$ cat src/rtl/img_ram_pkg.sv
// img_ram_pkg: shared state type, framing byte and default geometry for the image RAM controller
package img_ram_pkg;
  typedef enum logic [2:0] {IDLE, HI, LO, TAIL, DONE} state_e;
  localparam logic [7:0] HDR_BYTE   = 8'h5A;
  localparam int         ADDR_W_DEF = 15;
  localparam int         DATA_W_DEF = 12;
  localparam int         IMG_W_DEF  = 160;
  localparam int         IMG_H_DEF  = 120;
endpackage

$ cat src/rtl/img_pix_assembler.sv
// img_pix_assembler: pairs a high byte with the upper bits of the following low byte into one pixel strobe
module img_pix_assembler #(
  parameter int DATA_W = 12
) (
  input  logic              clk_i,
  input  logic              rst_ni,
  input  logic [7:0]        byte_i,
  input  logic              hi_en_i,
  input  logic              lo_en_i,
  output logic [DATA_W-1:0] pix_o,
  output logic              pix_stb_o
);
  logic [7:0] hi_q;
  logic       unused_lo;
  // hold the high byte until its partner low byte arrives
  always_ff @(posedge clk_i or negedge rst_ni)
    if (!rst_ni) hi_q <= '0;
    else if (hi_en_i) hi_q <= byte_i;
  assign pix_o     = {hi_q, byte_i[7 -: DATA_W-8]};
  assign pix_stb_o = lo_en_i;
  assign unused_lo = ^byte_i[15-DATA_W:0];
endmodule

$ cat src/rtl/img_ram_ctrl.sv
// img_ram_ctrl: framed pixel stream to SRAM writer with write-priority display read arbitration.
// Optional inter-byte timeout enabled by defining IMG_RAM_TIMEOUT_EN.
module img_ram_ctrl
  import img_ram_pkg::*;
#(
  parameter int IMG_W          = IMG_W_DEF,
  parameter int IMG_H          = IMG_H_DEF,
  parameter int ADDR_W         = ADDR_W_DEF,
  parameter int DATA_W         = DATA_W_DEF,
  parameter int TIMEOUT_CYCLES = 1_000_000
) (
  input  logic              i_clk_sys,
  input  logic              i_rst_n,
  input  logic [7:0]        i_byte,
  input  logic              i_byte_valid,
  input  logic              i_rd_req,
  input  logic [ADDR_W-1:0] i_rd_addr,
  output logic              o_rd_gnt,
  output logic              o_rd_valid,
  output logic [DATA_W-1:0] o_rd_data,
  output logic [ADDR_W-1:0] o_ram_addr,
  output logic [DATA_W-1:0] o_ram_din,
  output logic              o_ram_wre,
  output logic              o_ram_ce,
  input  logic [DATA_W-1:0] i_ram_dout,
  output logic              o_image_receiving,
  output logic              o_image_complete,
  output logic              o_image_reading,
  output logic              o_frame_err,
  output logic [ADDR_W-1:0] o_pixcnt
);
  localparam logic [ADDR_W-1:0] LAST = ADDR_W'(IMG_W * IMG_H - 1);

  state_e            state_q, state_d;
  logic [ADDR_W-1:0] pixcnt_q, pixcnt_d, ram_addr_q, ram_addr_d;
  logic [DATA_W-1:0] ram_din_q, ram_din_d, pix;
  logic              recv_q, recv_d, comp_q, comp_d, read_q, read_d, err_q, err_d;
  logic              wre_q, ce_q, gnt_q, rvalid_q;
  logic              hdr, wr, rd, tmo;

  assign hdr = i_byte_valid && i_byte == HDR_BYTE;
  assign rd  = i_rd_req && !wr;

  img_pix_assembler #(.DATA_W(DATA_W)) u_pix (
    .clk_i    (i_clk_sys),
    .rst_ni   (i_rst_n),
    .byte_i   (i_byte),
    .hi_en_i  (i_byte_valid && state_q == HI),
    .lo_en_i  (i_byte_valid && state_q == LO),
    .pix_o    (pix),
    .pix_stb_o(wr)
  );

`ifdef IMG_RAM_TIMEOUT_EN
  localparam int TW = $clog2(TIMEOUT_CYCLES + 1);
  logic [TW-1:0] tmo_q;
  logic          active;
  assign active = state_q inside {HI, LO, TAIL};
  assign tmo    = active && !i_byte_valid && tmo_q == TW'(TIMEOUT_CYCLES - 1);
  // count silent cycles since the last byte while a frame is open
  always_ff @(posedge i_clk_sys or negedge i_rst_n)
    if (!i_rst_n) tmo_q <= '0;
    else tmo_q <= (active && !i_byte_valid && !tmo) ? tmo_q + 1'b1 : '0;
`else
  localparam int unused_tmo = TIMEOUT_CYCLES;
  assign tmo = 1'b0;
`endif

  // frame parser next state; a header in IDLE or DONE restarts everything
  always_comb begin
    state_d  = state_q;
    pixcnt_d = pixcnt_q;
    recv_d   = recv_q;
    comp_d   = comp_q;
    read_d   = read_q | (rd & comp_q);
    err_d    = err_q;
    case (state_q)
      IDLE, DONE: if (hdr) begin
        state_d  = HI;
        pixcnt_d = '0;
        recv_d   = 1'b1;
        comp_d   = 1'b0;
        read_d   = 1'b0;
        err_d    = 1'b0;
      end
      HI: if (i_byte_valid) state_d = LO;
      LO: if (i_byte_valid) begin
        pixcnt_d = pixcnt_q + 1'b1;
        state_d  = (pixcnt_q == LAST) ? TAIL : HI;
      end
      TAIL: if (i_byte_valid) begin
        state_d = hdr ? DONE : IDLE;
        comp_d  = hdr;
        err_d   = !hdr;
        recv_d  = 1'b0;
      end
      default: state_d = IDLE;
    endcase
    if (tmo) begin
      state_d = IDLE;
      err_d   = 1'b1;
      recv_d  = 1'b0;
    end
  end

  assign ram_addr_d = wr ? pixcnt_q : rd ? i_rd_addr : ram_addr_q;
  assign ram_din_d  = wr ? pix : ram_din_q;

  // parser state, status flags and the registered RAM port
  always_ff @(posedge i_clk_sys or negedge i_rst_n)
    if (!i_rst_n) begin
      state_q    <= IDLE;
      pixcnt_q   <= '0;
      recv_q     <= 1'b0;
      comp_q     <= 1'b0;
      read_q     <= 1'b0;
      err_q      <= 1'b0;
      ram_addr_q <= '0;
      ram_din_q  <= '0;
      wre_q      <= 1'b0;
      ce_q       <= 1'b0;
      gnt_q      <= 1'b0;
      rvalid_q   <= 1'b0;
    end else begin
      state_q    <= state_d;
      pixcnt_q   <= pixcnt_d;
      recv_q     <= recv_d;
      comp_q     <= comp_d;
      read_q     <= read_d;
      err_q      <= err_d;
      ram_addr_q <= ram_addr_d;
      ram_din_q  <= ram_din_d;
      wre_q      <= wr;
      ce_q       <= wr | rd;
      gnt_q      <= rd;
      rvalid_q   <= gnt_q;
    end

  assign o_rd_gnt          = gnt_q;
  assign o_rd_valid        = rvalid_q;
  assign o_rd_data         = rvalid_q ? i_ram_dout : '0;
  assign o_ram_addr        = ram_addr_q;
  assign o_ram_din         = ram_din_q;
  assign o_ram_wre         = wre_q;
  assign o_ram_ce          = ce_q;
  assign o_image_receiving = recv_q;
  assign o_image_complete  = comp_q;
  assign o_image_reading   = read_q;
  assign o_frame_err       = err_q;
  assign o_pixcnt          = pixcnt_q;
endmodule

$ cat config.mk
export PLATFORM = sky130hd
export DESIGN_NAME = img_ram_ctrl
export DESIGN_NICKNAME = d
export VERILOG_FILES = /design/src/rtl/img_ram_pkg.sv /design/src/rtl/img_pix_assembler.sv /design/src/rtl/img_ram_ctrl.sv
export SDC_FILE = /design/constraint.sdc
export NUM_CORES = 1
export LEC_CHECK = 0
export BUFFER_PORTS_ARGS = -buffer_cell sky130_fd_sc_hd__clkbuf_2
export CAP_MARGIN = 0
export CORE_ASPECT_RATIO = 0.5
export CORE_MARGIN = 2
export CORE_UTILIZATION = 50
export CTS_CLUSTER_DIAMETER = 80
export DETAILED_ROUTE_END_ITERATION = 10
export PLACE_DENSITY = 0.77
export SLEW_MARGIN = 10
export SYNTH_ARGS = -nofsm -noshare
export SYNTH_HDL_FRONTEND = slang
export SYNTH_SLANG_ARGS = --single-unit
export TNS_END_PERCENT = 30
$ cat constraint.sdc
create_clock -name i_clk_sys -period 2.2 [get_ports i_clk_sys]
set_input_delay 0.44 -clock i_clk_sys [delete_from_list [all_inputs] [get_ports i_clk_sys]]
set_output_delay 0.44 -clock i_clk_sys [all_outputs]
set_load 0.05 [all_outputs]
# Yosys cells after proc, flatten, opt, wreduce, memory -nomap -nowiden

Cells that the tools add are included.

Input bits: 39
Memories: 0
Bits in writable memories: 0
Register bits after elaboration: 61
Bits in latches: 0
Output and inout bits: 62
Memory bits (read-only): 0

Reductions and logical operators: 14
Multipliers: 0
$lt $le $gt $ge: 0
Bitwise gates (word level): 3
Add/sub/neg operators: 1
Div/mod/pow operators: 0
Equality and inequality tests: 10
Shift operators: 0
Multiplexer cells: 23

Operators with widths:

| kind                                                                   | number |
|---|---|
| 15-bit two-way mux                                                     | 4 |
| 15-bit one-hot mux with 2 select lines                                 | 1 |
| 15-bit by 1-bit adder with 15-bit output (second input constant)       | 1 |
| 15-bit equality test (second input constant)                           | 1 |
| 3-bit two-way mux                                                      | 5 |
| 12-bit two-way mux                                                     | 1 |
| 3-bit one-hot mux with 4 select lines                                  | 1 |
| 8-bit by 7-bit equality test with 1-bit output (second input constant) | 1 |
| 2-bit != test (second input constant)                                  | 4 |
| 1-bit two-way mux                                                      | 7 |
| 3-bit by 2-bit equality test with 1-bit output (second input constant) | 2 |
| 1-bit one-hot mux with 2 select lines                                  | 3 |
| 3-bit AND reduction                                                    | 2 |
| 2-bit nonzero test                                                     | 3 |
| 1-bit logical AND                                                      | 4 |
| 4-bit AND reduction                                                    | 1 |
| 3-bit by 1-bit equality test with 1-bit output (second input constant) | 1 |
| 3-bit equality test (second input constant)                            | 1 |
| 3-bit logical NOT                                                      | 1 |
| 1-bit logical NOT                                                      | 2 |
| 2-bit two-way mux                                                      | 1 |
| 1-bit bitwise OR                                                       | 2 |
| 2-bit OR reduction                                                     | 1 |
| 1-bit bitwise AND                                                      | 1 |

# Logic depth before layout (Yosys ltp)

Gate-level depths: netlist of run 1.

Depth after elaboration: 8
Depth in mapped cells: 6
Mapped depth without buffers: 5

# Hierarchy

From an unflattened synthesis of run 1, not the netlist that was laid out.

Cells, all modules: 271
Area, all modules: 2941.6 µm²

Modules (own cells, without submodules):

| module            | cells each | instances | sequential area each (µm²) | area each (µm²) |
|---|---|---|---|---|
| img_ram_ctrl      | 249        | 1         | 1326.3                     | 2572.5 |
| img_pix_assembler | 22         | 1         | 200.2                      | 369.1 |

# Worst setup path after synthesis of run 1

Ideal clock, no wire load.

Kind: flip-flop to flip-flop
Start: reg pixcnt_q[0], in the netlist o_pixcnt[0]
End: reg pixcnt_q[12], in the netlist o_pixcnt[12]
Arrival time: 1.796 ns
Library setup time: 0.126 ns
Slack: 0.278 ns
Stages on the path, launching flop included: 7
Clock period less this slack: 1.922 ns
Cell sequence: dfrtp_1 > ha_1 > and3_4 > and3_1 > buf_4 > and3_1 > a221o_1

Cells in the longest elaborated chain, start to end: 3

RTL lines:

| item                                     | line                | RTL |
|---|---|---|
| start, declared                          | img_ram_ctrl.sv:35  | `logic [ADDR_W-1:0] pixcnt_q, pixcnt_d, ram_addr_q, ram_addr_d;` |
| start signal, assigned                   | img_ram_ctrl.sv:126 | `pixcnt_q <= pixcnt_d;` |
| 15-bit by 1-bit adder with 15-bit output | img_ram_ctrl.sv:88  | `pixcnt_d = pixcnt_q + 1'b1;` |
| 15-bit two-way mux                       | img_ram_ctrl.sv:87  | `LO: if (i_byte_valid) begin` |
| 15-bit one-hot mux with 2 select lines   | img_ram_ctrl.sv:77  | `case (state_q)` |

No other way between the ends. The select of a mux whose other input is x is not followed.
A chain may end at the register's enable or synchronous reset.

# Worst setup path in the final report of run 1

Start: reg state_q[0]
End: reg pixcnt_q[11], in the netlist o_pixcnt[11]

Cells in the longest elaborated chain, start to end: 4
Elaborated cells between the ends (all ways): 9

RTL lines:

| item                                                                 | line                | RTL |
|---|---|---|
| start, declared                                                      | img_ram_ctrl.sv:34  | `state_e state_q, state_d;` |
| start signal, assigned                                               | img_ram_ctrl.sv:125 | `state_q <= state_d;` |
| 3-bit equality test / 3-bit logical NOT (equally long branches)      | img_ram_ctrl.sv:77  |  |
| 2-bit OR reduction                                                   | img_ram_ctrl.sv:77  |  |
| 2-bit != test (no line) / 2-bit nonzero test (equally long branches) | n/a                 |  |
| 3-bit AND reduction (no line)                                        | n/a                 |  |

Parallel ways exist; a longest one is shown, timed or not.

==> impl_results.md, run 1 <==
- Synth Instances: 283
- Area delta synth->final: 30.8%
- CTS Root Cell: clkbuf_16
- Io pins: 101
- Total negative slack: 0 ns
- Cell Chain, Critical Path: nand4bb_2, buf_4, nor2_1, and3_1, a211o_1
- Yosys reg bits: 61
- Post-layout minimum cycle time: 1.76 ns
- Leak: 0.00197 uW
- CP max FO: 38
- Reg2reg setup slack: 0.44 ns
- Worst flop-to-flop path endpoint: o_pixcnt[11]
- Multiplexer share of the synthesized area: 8.34%
- Tot Pwr: 4200 uW
- Synthesized Nets: 323
- Ys Warns: 0
- Via count: 2503
- Post-CTS Setup Inserts: 0
- Final antenna-violating net count: 0
- Hold Path Class: in2async
- Commonest non-fill, non-tap cells in the layout: 100 x clkbuf_2, 61 x dfrtp_1, 57 x nand2_1, 16 x and2_1, 16 x nor2_1
- Worst IR Drop VDD: 629 uV
- Fmax achieved: 569 MHz
- Syn Area/Cell: 10.2 um^2
- Initial antenna violation count: 0
- CP startpoint kind: register
- PortBufs: 100
- Reg2Reg Depth: 5
- CP arrival: 1.97 ns
- Post-Synth XOR/XNOR Area: 0%
- CTS tree: done
- CP peak stage delay: 0.49 ns
- Commonest non-fill, non-tap cell in the layout: clkbuf_2
- Rows: 19
- Register area share after synthesis: 53.0%
- Max-slew violations: 0
- Synth Area in Compound Gates: 12.7%
- Max-cap check violation count: 0
- Adder-Cell Fraction of Synth Area: 0.434%
- Fin crit share: 79.9%
- GPL Wtd Cong: 0.867
- Clock Path Buffers: 2
- Clock buffer count from CTS: 9
- Drt first pass iters: 4
- Slowest cell on the critical path: dfrtp_1
- Worst-margin pin slew: 0.563 ns
- First-pass GRT wire length: 11800 um
- Final Util: 68.3%
- Die area: 6420 um^2
- Crit path buf inv count: 1
- CORE AREA: 5520 um^2
- Detailed Place HPWL: 4800 um
- Die H: 57.7 um
- Post-cts gate resize count: 0
- H-tree depth: 3
- Worst EP required: 2.41 ns
- Vias per Instance: 5.44
- Vias in the first global route: 2445
- Starting DRT DRC Count: 127
- Largest net degree at the start of global routing: 39
- Die width: 111 um
- Clk slew on worst S/H paths: 0.06 ns
- Status: completed
- Pwr dens: 1110 nW/um^2
- Layout Skew: 0.00438 ns
- Final Hold Fails: 0
- Clk Latency, worst-skew pair: 0.32 ns
- Main combinational cell family by area after synthesis: simple AND/OR/NAND/NOR gates
- Initial Utilization: 52.2%
- Post-layout net count: 422
- Synth Flop Type: dfrtp_1
- Global Route Usage Sum: 23.3%
- Setup CP Type: reg2reg
- Worst r2r src: state_q[0]
- Clock Sinks: 61
- Dpl cells: 444
- Mean routed wirelength per cell: 15.1 um
- Grt ovf: 0
- Mapped Area: 2880 um^2
- Fin cells: 460
- DRC viols: 0
- Post-Synth Simple-Gate Area: 21.5%
- Critical Path End Type: register
- Share of layout cells above drive strength 1: 35.4%
- Post-synth EDFFs: 0
- # hold bufs at CTS: 0
- Slew margin rel.: 62.5%
- Final Routed Wirelength: 6950 um
- N_diodes: 0
- Final setup viols: 0
- Distinct cell type count of the synthesized netlist: 47
- Async S/R FF share, synth: 100%
- RSZ-0062 raised after global routing: false
- Delay-heaviest family, CP: simple AND/OR/NAND/NOR gates
routing by layer:
layer | global-route usage (%) | share of wire, % | vias to the layer above
li1 | - | - | 1206
met1 | 31.3 | 45 | 1207
met2 | 37.0 | 48 | 84
met3 | 8.26 | 7.0 | 6
met4 | 6.53 | 0.52 | 0
met5 | 0 | 0 | -
worst register-to-register path, delay by kind of cell (launching register included):
kind                   cells  cell delay (ns)
buffers and inverters      1             0.37
DFF                        1             0.49
AOI/OAI and AO/OA          1             0.27
and+or+nand+nor            3             0.52
per-stage QoR:
stage          hold slack (ns)  setup WS (ns)  cell area (um^2)
3_3_place_gp             0.368          0.421              3420
3_5_place_dp             0.371          0.350              3420
4_1_cts                 0.0992          0.463              3770
5_1_grt                  0.122          0.320              3770
2_1_floorplan            0.144          0.278              2880
6_report                0.0863          0.441              3770
synth_stat cells, types with 2 or more instances:
cell	instances	area (um^2)
dfrtp_1	61	1530
nand2_1	57	214
and2_1	16	100
nor2_1	16	60.1
mux2i_1	15	150
a21oi_1	14	70.1
o21ai_0	13	65.1
buf_2	11	55.1
mux2_2	8	90.1
nand3_1	8	40.0
and3_1	6	37.5
nand4_1	5	31.3
inv_1	4	15.0
a21o_1	3	22.5
a31oi_1	3	18.8
and4bb_2	3	37.5
buf_4	3	22.5
o31ai_1	3	22.5
a22o_1	2	17.5
a311oi_1	2	17.5
and4_1	2	17.5
clkbuf_1	2	7.51
nand2b_1	2	12.5
report_power, final:
part / internal (uW) / switching [uW] / leakage (uW)
Sequential: 1340 / 153 / 0.000783
Clock: 1110 / 512 / 0.000166
Combinational: 273 / 812 / 0.00102
sequential cells by signal, indices dropped and copies added, names as in the netlist:
name,cells
o_pixcnt,15
o_ram_wre,1
o_rd_gnt,1
o_ram_din,12
o_frame_err,1
o_image_receiving,1
o_rd_valid,1
o_image_complete,1
o_ram_addr,15
o_image_reading,1
state_q,3
o_ram_ce,1
u_pix.hi_q,8
cell families after synthesis:
group           count (synthesis)
compound gates                 53
fa+ha+maj                       1
buf+inv                        22
flops                          61
mux                            23
simple gates                  123
worst max path at each step:
stage / startpoint / end / slack, ns / depth (start not counted)
after global placement: i_byte_valid / o_pixcnt[11] / 0.42 / 6
after floorplan: o_pixcnt[0] / o_pixcnt[12] / 0.28 / 6
final: state_q[0] / o_pixcnt[11] / 0.44 / 5
after CTS: state_q[0] / o_pixcnt[11] / 0.46 / 5
after global routing: state_q[0] / o_pixcnt[2] / 0.32 / 6
after detailed placement: i_byte_valid / o_pixcnt[11] / 0.35 / 6
cell type report:
cell class | count | area (um^2)
clock buffer | 9 | 225
clock inverter | 7 | 124
fill | 439 | 1750
inverter | 5 | 18.8
multi-input combinational | 200 | 1240
sequential | 61 | 1530
tap | 73 | 91.3
timing repair buffer | 105 | 538
No activity file was read; power rests on OpenSTA's default activity.
==> run 2: changes to the inputs <==
ABC_AREA = 1   (was unset)
clock period = 1.7 ns   (was 2.2 ns; I/O delays follow)
==> run 2 against run 1 <==
  * Clock skew is 0.0011 ns higher
  * Critical endpoint is now o_ram_addr[0]
  * Synthesized cell count grew 30%
  * Combinational power is 110% higher
  * Highest routed layer unchanged
  * Via count up 13%
==> impl_results.md, run 2 <==
- Status: completed
- Int Pwr: 3640 uW (+34%)
- Synth Instances: 367 (+30%)
- Synth cell count leaders: 145 x nand2_1, 61 x dfrtp_1, 39 x inv_1
- Die H: 57.8 um (+0.28%)
- Clock Sinks: 61 (unchanged)
- Post-synth EDFFs: 0 (unchanged)
- Reg power frac: 33.0% (-2.5 points)
- Setup CP Type: reg2reg
- Via count: 2830 (+13%)
- Reg2Reg Depth: 8 (+3)
- Initial Utilization: 52.3% (+0.092 points)
- Largest cells by area after synthesis: dfrtp_1 53%, nand2_1 19%, inv_1 5.1%
- Comb pwr share: 36.7% (+11 points)
- Async S/R FF share, synth: 100% (unchanged)
- Worst IR Drop VDD: 1130 uV (+79%)
- Largest net degree at the start of global routing: 62 (+59%)
- Area delta synth->final: 33.0%
- Commonest non-fill, non-tap cell in the layout: nand2_1
- Share of layout cells above drive strength 1: 27.7% (-7.7 points)
- Most common cell in the netlist: nand2_1
- Max-slew violations: 0 (unchanged)
- CTS Root Cell: clkbuf_16
- Final Hold Fails: 0 (unchanged)
- Rows: 19 (unchanged)
- Global Route Usage Sum: 24.0% (+0.67 points)
- Hold Path Class: in2async
- CTS tree: done
- CP arrival: 1.80 ns (-0.17 ns)
- Pwr dens: 1620 nW/um^2 (+45%)
- Syn Area/Cell: 7.90 um^2 (-22%)
- DRC viols: 0 (unchanged)
- Fin cells: 556 (+21%)
- Critical Path End Type: register
- Worst flop-to-flop path endpoint: o_ram_addr[0]
- Final Routed Wirelength: 7430 um (+7.0%)
- Vias per Instance: 5.09 (-6.5%)
- Slew margin rel.: 67.7% (+5.2 points)
- Final setup viols: 0 (unchanged)
- Mean routed wirelength per cell: 13.4 um (-11%)
- Clk Latency, worst-skew pair: 0.32 ns (about the same)
- CP peak stage delay: 0.43 ns (-0.06 ns)
- Net Sw Power: 2580 uW (+75%)
- Ys Warns: 0 (unchanged)
- Yosys reg bits: 61 (unchanged)
- # hold bufs at CTS: 0 (unchanged)
- Cell Chain, Critical Path: nor3_4, nand2_4, inv_4, buf_8, nor2_4, buf_12, nand2_1, o211ai_1
- Synth Flop Type: dfrtp_1
- Post-layout minimum cycle time: 1.61 ns (-0.145 ns)
- Final antenna-violating net count: 0 (unchanged)
- Fmax achieved: 620 MHz (+9.0%)
- CP startpoint kind: register
- Synthesized Nets: 407 (+26%)
- Grt ovf: 0 (unchanged)
- Largest area contributor in the netlist: dfrtp_1
- Starting DRT DRC Count: 165 (+30%)
- Layout Skew: 0.00549 ns (+0.00111 ns)
- Leak: 0.00213 uW (+8.5%)
- Die area: 6460 um^2 (+0.57%)
- Clock Path Buffers: 2 (unchanged)
- GPL Wtd Cong: 0.894 (+3.1%)
- Distinct cell type count of the synthesized netlist: 23 (-51%)
- First-pass GRT wire length: 12100 um (+2.7%)
- Fin crit share: 94.9% (+15 points)
- Initial antenna violation count: 0 (unchanged)
- Tot Pwr: 6230 uW (+48%)
- Clock Power Share: 30.3% (-8.3 points)
- Worst EP required: 1.89 ns (-0.52 ns)
- Commonest non-fill, non-tap cells in the layout: 145 x nand2_1, 100 x clkbuf_2, 58 x dfrtp_1, 39 x inv_1, 24 x nor2_1
- Dpl cells: 538 (+21%)
- Die width: 112 um (+0.29%)
- Clock buffer count from CTS: 9 (unchanged)
- Reg2reg setup slack: 0.09 ns (-0.35 ns)
- Pre-CTS setup slack: 0.0187 ns (-0.332 ns)
- PortBufs: 100 (unchanged)
- Worst-margin pin slew: 0.484 ns (-0.0790 ns)
- CP max FO: 20 (-47%)
- Post-layout net count: 518 (+23%)
- Detailed Place HPWL: 5240 um (+9.3%)
- Max-cap check violation count: 0 (unchanged)
- H-tree depth: 3 (unchanged)
- Vias in the first global route: 2588 (+5.8%)
- Top cell type's share of synthesized area: 52.7% (-0.32 points)
- Worst setup margin: 0.0863 ns (-0.355 ns)
- Drt first pass iters: 5 (+1)
- Crit path buf inv count: 3 (+2)
- N_diodes: 0 (unchanged)
- Delay-heaviest family, CP: simple AND/OR/NAND/NOR gates
- Worst r2r src: state_q[0]
- Switching Share: 41.5% (+6.3 points)
- Slowest cell on the critical path: dfrtp_1
- CORE AREA: 5540 um^2 (+0.43%)
- Register area share after synthesis: 52.7% (-0.32 points)
- Mapped Area: 2900 um^2 (+0.61%)
- Clk slew on worst S/H paths: 0.05 ns (about the same)
- Io pins: 101 (unchanged)
==> run 2: changes by cell type after synthesis, sizes merged, moves of 7 or more <==
cell and delta:
a21oi -12, and2 -16, and3 -7, buf -7, inv +35, mux2 -8
mux2i -15, nand2 +89, nand3 +15, nor2 +10, nor3 +7, o211ai +7
o21ai +11
==> run 2: cells by family (layout without fill, tap and decap cells) <==
logic type / Yosys count / count (layout) / synth area share, %
AO/OA/AOI/OAI: 34 / 34 / 6.56
XOR/XNOR: 6 / 6 / 1.81
adder cells (fa/ha/maj): 1 / 1 / 0.432
buffers and inverters: 53 / 169 / 7.94
flip-flops: 61 / 61 / 52.7
AND/OR/NAND/NOR: 212 / 212 / 30.6
==> run 2: how the worst max path moves through the flow <==
stage | start | to | slack, ns | cells past startpoint
5_1_grt | state_q[0] | o_ram_addr[13] | -0.009 | 8
2_1_floorplan | o_rd_valid | o_rd_data[10] | 0.02 | 3
3_5_place_dp | state_q[1] | o_image_reading | 0.02 | 9
4_1_cts | state_q[1] | o_ram_addr[0] | 0.03 | 8
3_3_place_gp | state_q[1] | o_image_reading | 0.06 | 9
6_report | state_q[0] | o_ram_addr[0] | 0.09 | 8
==> run 2: timing repair <==
action                                  in CTS  in global routing
pin swaps                                    0                  1
endpoints found under the setup margin       4                 22
gates resized for setup                      1                  3
setup buffers                                0                  2
==> run 2: worst register-to-register path, stage by stage, from the launching register on <==
cell and delay (ns):
dfrtp_1 0.43, nor3_4 0.26, nand2_4 0.14, inv_4 0.10, buf_8 0.18, nor2_4 0.07
buf_12 0.14, nand2_1 0.06, o211ai_1 0.10
==> run 2: power groups by stage <==
| stage | logic, uW | registers [uW] | clock network [uW] |
|---|---|---|---|
| 2_1_floorplan | 802 | 2920 | 0 |
| 3_3_place_gp | 2210 | 2070 | 0 |
| 3_5_place_dp | 2240 | 2070 | 0 |
| 4_1_cts | 2260 | 2060 | 1900 |
| 5_1_grt | 2460 | 2100 | 1990 |
| 6_report | 2290 | 2060 | 1880 |
==> run 2: cell type report <==
type,instances,area [um^2]
Inverter,41,156
Clock buffer,11,233
Sequential cell,61,1530
Clock inverter,5,75.1
Fill cell,475,1680
Tap cell,73,91.3
Timing Repair Buffer,112,623
Multi-Input combinational cell,253,1150
==> run 2: through the flow <==
stage	TNS (ns)	instance area (um^2)	hold WS, ns	utilization, %
CTS	0	3820	0.0353	68.9
detailed placement	0	3510	0.366	63.3
finish	0	3850	0.0159	69.6
global placement	0	3510	0.358	63.3
global route	-0.0166	3850	0.0508	69.6
floorplan	0	2900	0.0444	-
==> run 2: metal layers <==
metal	GRT usage, %	vias to the layer above	routed length, um
met5	0	-	0
met4	7.23	0	102
met2	40.8	125	3580
met1	30.5	1309	3190
li1	-	1384	-
met3	7.22	12	560
